`src/rtl/mult8u_product_accumulator.sv`:
```
// Frame accumulator for 16-bit products with a one-entry output buffer; wraps by default, clamps when MULT8U_ACC_SAT_EN is defined.
// state | meaning:  ST_IDLE | no frame open, next beat starts one;  ST_ACC | frame open, summing beats
module mult8u_product_accumulator #(
  parameter int ACC_W = 24,
  parameter int LEN_W = 8
) (
  input  logic             clk,
  input  logic             rst,
  input  logic             in_valid,
  output logic             in_ready,
  input  logic [15:0]      in_product,
  input  logic [LEN_W-1:0] cfg_len,
  output logic             out_valid,
  input  logic             out_ready,
  output logic [ACC_W-1:0] out_sum,
  output logic [LEN_W:0]   out_count,
  output logic             out_overflow
);

  typedef enum logic {ST_IDLE, ST_ACC} state_t;

  state_t             state, state_nxt;
  logic [ACC_W-1:0]   acc;
  logic [LEN_W:0]     cnt;
  logic [LEN_W:0]     len_q;
  logic               ovf_q;

  logic [LEN_W:0]     len_eff;
  logic [LEN_W:0]     cnt_inc;
  logic [ACC_W-1:0]   acc_base;
  logic [ACC_W:0]     sum_full;
  logic [ACC_W-1:0]   acc_val;
  logic               carry;
  logic               ovf_now;
  logic               closing;
  logic               accept;
  logic [LEN_W:0]     frame_len;

  // cfg_len of zero encodes the maximum frame of 2^LEN_W beats
  assign len_eff  = (cfg_len == '0) ? {1'b1, {LEN_W{1'b0}}} : {1'b0, cfg_len};
  assign cnt_inc  = cnt + 1'b1;
  assign acc_base = (state == ST_ACC) ? acc : '0;
  assign sum_full = {1'b0, acc_base} + {{(ACC_W + 1 - 16){1'b0}}, in_product};
  assign carry    = sum_full[ACC_W];
  assign ovf_now  = carry | ((state == ST_ACC) & ovf_q);

`ifdef MULT8U_ACC_SAT_EN
  assign acc_val = ovf_now ? {ACC_W{1'b1}} : sum_full[ACC_W-1:0];
`else
  assign acc_val = sum_full[ACC_W-1:0];
`endif

  assign frame_len = (state == ST_IDLE) ? len_eff : len_q;
  assign in_ready  = !(closing && out_valid && !out_ready);
  assign accept    = in_valid && in_ready;

  always_ff @(posedge clk) begin
    if (rst) state <= ST_IDLE;
    else     state <= state_nxt;
  end

  always_comb begin
    state_nxt = state;
    closing   = 1'b0;
    case (state)
      ST_IDLE: begin
        closing = (len_eff == {{LEN_W{1'b0}}, 1'b1});
        if (accept && !closing) state_nxt = ST_ACC;
      end
      ST_ACC: begin
        closing = (cnt_inc == len_q);
        if (accept && closing) state_nxt = ST_IDLE;
      end
      default: state_nxt = ST_IDLE;
    endcase
  end

  // A closing beat leaves acc/cnt/ovf_q cleared so the next frame starts clean
  always_ff @(posedge clk) begin
    if (rst) begin
      acc   <= '0;
      cnt   <= '0;
      len_q <= '0;
      ovf_q <= 1'b0;
    end else if (accept) begin
      if (state == ST_IDLE) len_q <= len_eff;
      if (closing) begin
        acc   <= '0;
        cnt   <= '0;
        ovf_q <= 1'b0;
      end else begin
        acc   <= acc_val;
        cnt   <= cnt_inc;
        ovf_q <= ovf_now;
      end
    end
  end

  // Reload has priority over pop so a same-cycle pop/close keeps out_valid high
  always_ff @(posedge clk) begin
    if (rst) begin
      out_valid    <= 1'b0;
      out_sum      <= '0;
      out_count    <= '0;
      out_overflow <= 1'b0;
    end else if (accept && closing) begin
      out_valid    <= 1'b1;
      out_sum      <= acc_val;
      out_count    <= frame_len;
      out_overflow <= ovf_now;
    end else if (out_valid && out_ready) begin
      out_valid <= 1'b0;
    end
  end

endmodule

```
`config.mk`:
```
export PLATFORM = sky130hd
export DESIGN_NAME = mult8u_product_accumulator
export DESIGN_NICKNAME = d
export VERILOG_FILES = /design/src/rtl/mult8u_product_accumulator.sv
export SDC_FILE = /design/constraint.sdc
export NUM_CORES = 1
export LEC_CHECK = 0
export CORE_MARGIN = 2
export CORE_UTILIZATION = 35
export CTS_CLUSTER_SIZE = 20
export DETAILED_ROUTE_END_ITERATION = 8
export GPL_TIMING_DRIVEN = 0
export MAX_ROUTING_LAYER = met4
export SETUP_SLACK_MARGIN = 0.4
export SLEW_MARGIN = 20
export SYNTH_ARGS = -nofsm -noshare
export SYNTH_HDL_FRONTEND = slang
export SYNTH_SLANG_ARGS = --single-unit
```
`constraint.sdc`:
```
create_clock -name clk -period 5.09 [get_ports clk]
set_clock_uncertainty 0.15 [all_clocks]
set_input_delay 0.7635 -clock clk [delete_from_list [all_inputs] [get_ports clk]]
set_output_delay 0.7635 -clock clk [all_outputs]
set_load 0.01 [all_outputs]
```
==> flow_summary.json <==
{
  "antenna_left": 0,
  "pwr-share-clk": 0.441,
  "ys_types": 63,
  "start_util": 0.362,
  "core_sq_um": 12800,
  "hpwl_microns": 10100,
  "cp_slowest_cell": "o21ai_0",
  "synth_cells": 573,
  "cts_hold_buf": 0,
  "final_cell_mix": "nand2_1 (85), dfxtp_1 (79), clkdlybuf4s50_1 (62)",
  "tightestPinTransition_ns": 0.780,
  "final_common_cell": "nand2_1",
  "syn_nets": 619,
  "path_class": "register to output port",
  "place_congestion": 0.927,
  "die_area_sq_um": 14100,
  "drtIter0Drc": 256,
  "p_total_uw": 1570,
  "syn-cell-area_sq_um": 4620,
  "seqPwrFrac": 0.415,
  "grt_pass1_vias": 4334,
  "relSlewSlack": 0.475,
  "overflow": 0,
  "yosys_most_used_dff": "dfxtp_1",
  "row_count": 41,
  "via_per_inst": 5.39,
  "num_vias": 4430,
  "p_sw_uw": 398,
  "io_buffers": 62,
  "cts_resized": 0,
  "internal_power_uw": 1170,
  "r2r_setup_slack_ns": 0.75,
  "worst_ir_drop_vdd_uv": 147,
  "placed_cell_area_sq_um": 5460,
  "timing.final.crit_period_ns": 4.41,
  "tns_ns": 0,
  "cts_setup_buffers": 0,
  "die_x_microns": 119,
  "htree_levels": 3,
  "ys_ff_latch": 79,
  "rsz0062_at_grt": "false",
  "wire_per_inst_microns": 16.2,
  "swShare": 0.254,
  "finalWirelength_microns": 13300,
  "critPathLaunchType": "register",
  "comb_power_share": 0.145,
  "track_usage": 0.200,
  "required_ns": 4.18,
  "cts_sinks": 79,
  "max_stage_delay_ns": 0.62,
  "cts_buffers": 9,
  "path_delay_family": "compound AO/OA/AOI/OAI gates",
  "synth_enable_flop_cells": 0,
  "grt_max_degree": 13,
  "hold_slack_ns": 0.303,
  "status": "finished clean",
  "min_period_over_period": 0.867,
  "power.density_nw_per_um2": 272,
  "syn_avg_cell_area_sq_um": 8.07,
  "hold_violations": 0,
  "fin_area_sq_um": 5780,
  "hold_path.class": "register to register",
  "cts_tree": "done",
  "async_reset_ff_frac": 0,
  "fin_util": 0.452,
  "dr.pass1.iters": 4,
  "num_antenna_cells": 0,
  "clock_latency_ns": 0.34,
  "crit_arrival_ns": 3.50,
  "seq_area_frac_synth": 0.342,
  "grt_antenna_before_repair": 0,
  "crit_path_end_kind": "output port",
  "drive_gt1_frac": 0.0662,
  "die_y_microns": 119,
  "clk_path_buf_depth": 2,
  "maxCapViolCount": 0,
  "leakagePower_uw": 0.00216,
  "cts-root-buf": "clkbuf_16",
  "area_delta_synth_final_pct": 25.0,
  "yosys_warnings": 0,
  "crit_fanout": 8,
  "slew_violations": 0,
  "finalNetCount": 692,
  "clock.fmax_mhz": 227,
  "worst-path-buf-inv": 3,
  "setup_viol": 0,
  "crit_chain": "ha_1 > inv_1 > or4_1 > a32o_1 > buf_6 > o21ai_0 > nand2_1 > clkdlybuf4s50_1",
  "drc_errors": 0,
  "ioPinCount": 64,
  "grt_pass1_wl_microns": 22000,
  "clk_pin_slew_ns": 0.06
}
-- routing by layer --
| layer | wire length, microns | track usage | up-vias |
|---|---|---|---|
| li1 | - | - | 2201 |
| met1 | 6400 | 0.260 | 2083 |
| met2 | 6020 | 0.310 | 128 |
| met3 | 666 | 0.0364 | 18 |
| met4 | 263 | 0.0789 | 0 |
| met5 | 0 | - | - |
-- cell usage after synthesis (6+ instances only) --
library cell | number | area (sq um)
xnor2_1 | 15 | 131
o22ai_1 | 6 | 37.5
ha_1 | 17 | 213
and2_1 | 20 | 125
nand2b_1 | 21 | 131
inv_1 | 9 | 33.8
clkbuf_1 | 17 | 63.8
xor2_1 | 8 | 70.1
nand3b_1 | 7 | 52.6
nand4_1 | 6 | 37.5
nor2_1 | 28 | 105
nor2b_1 | 6 | 37.5
a211oi_1 | 10 | 75.1
nand2_1 | 85 | 319
o21ai_0 | 24 | 120
a21oi_1 | 56 | 280
buf_2 | 9 | 45.0
dfxtp_1 | 79 | 1580
a21o_1 | 8 | 60.1
nor3_1 | 14 | 70.1
mux2_2 | 7 | 78.8
a32o_1 | 6 | 60.1
nor3b_1 | 6 | 45.0
mux2i_1 | 13 | 130
nand3_1 | 30 | 150
-- layout make-up --
cell class              count  area, sq um
multi-input cells         452         2850
clock inverters             4         70.1
inverters                   9         33.8
well taps                 172          215
flip-flops and latches     79         1580
repair buffers             62          621
fillers                  1249         7000
clock buffers              11          243
plain buffers              33          161
-- cells by family (layout without fill, tap and decap cells) --
kind of cell | Yosys count | after routing | share of synthesized area
muxes | 20 | 20 | 0.0452
and+or+nand+nor | 246 | 246 | 0.271
DFF | 79 | 79 | 0.342
xor gates and xnor gates | 24 | 24 | 0.0487
adders and majority gates | 18 | 18 | 0.0504
buffers and inverters | 42 | 119 | 0.0422
AOI/OAI and AO/OA | 144 | 144 | 0.200
-- state kept, by name, summed over array words and instances (netlist names) --
register,count
acc,24
out_sum,24
cnt,9
len_q,9
out_count,9
out_overflow,1
out_valid,1
ovf_q,1
state,1
-- final timing paths --
path,end,cells after the start,from
min reg2reg,out_sum[13],2,out_sum[13]
min,out_sum[13],2,out_sum[13]
max,in_ready,8,cnt[0]
max reg2reg,out_sum[19],12,state
-- metrics by stage --
step,instances,setup WS (ns)
5_1_grt,822,0.426
3_5_place_dp,807,0.482
4_1_cts,822,0.457
2_1_floorplan,573,1.52
6_report,822,0.678
3_3_place_gp,807,0.505
-- power groups by stage --
stage	combinational [uW]	sequential, uW	clock, uW
after floorplan	146	662	0
after global placement	221	663	0
after detailed placement	224	664	0
after CTS	226	651	709
after global routing	249	653	732
final	227	651	692
-- worst min-delay path: cells and delay by family (launching register included) --
family,cells,cell delay (ns)
AO/OA/AOI/OAI,1,0.05
flip-flops,1,0.31
AND/OR/NAND/NOR,1,0.05
(Power assumes the default switching activity.)
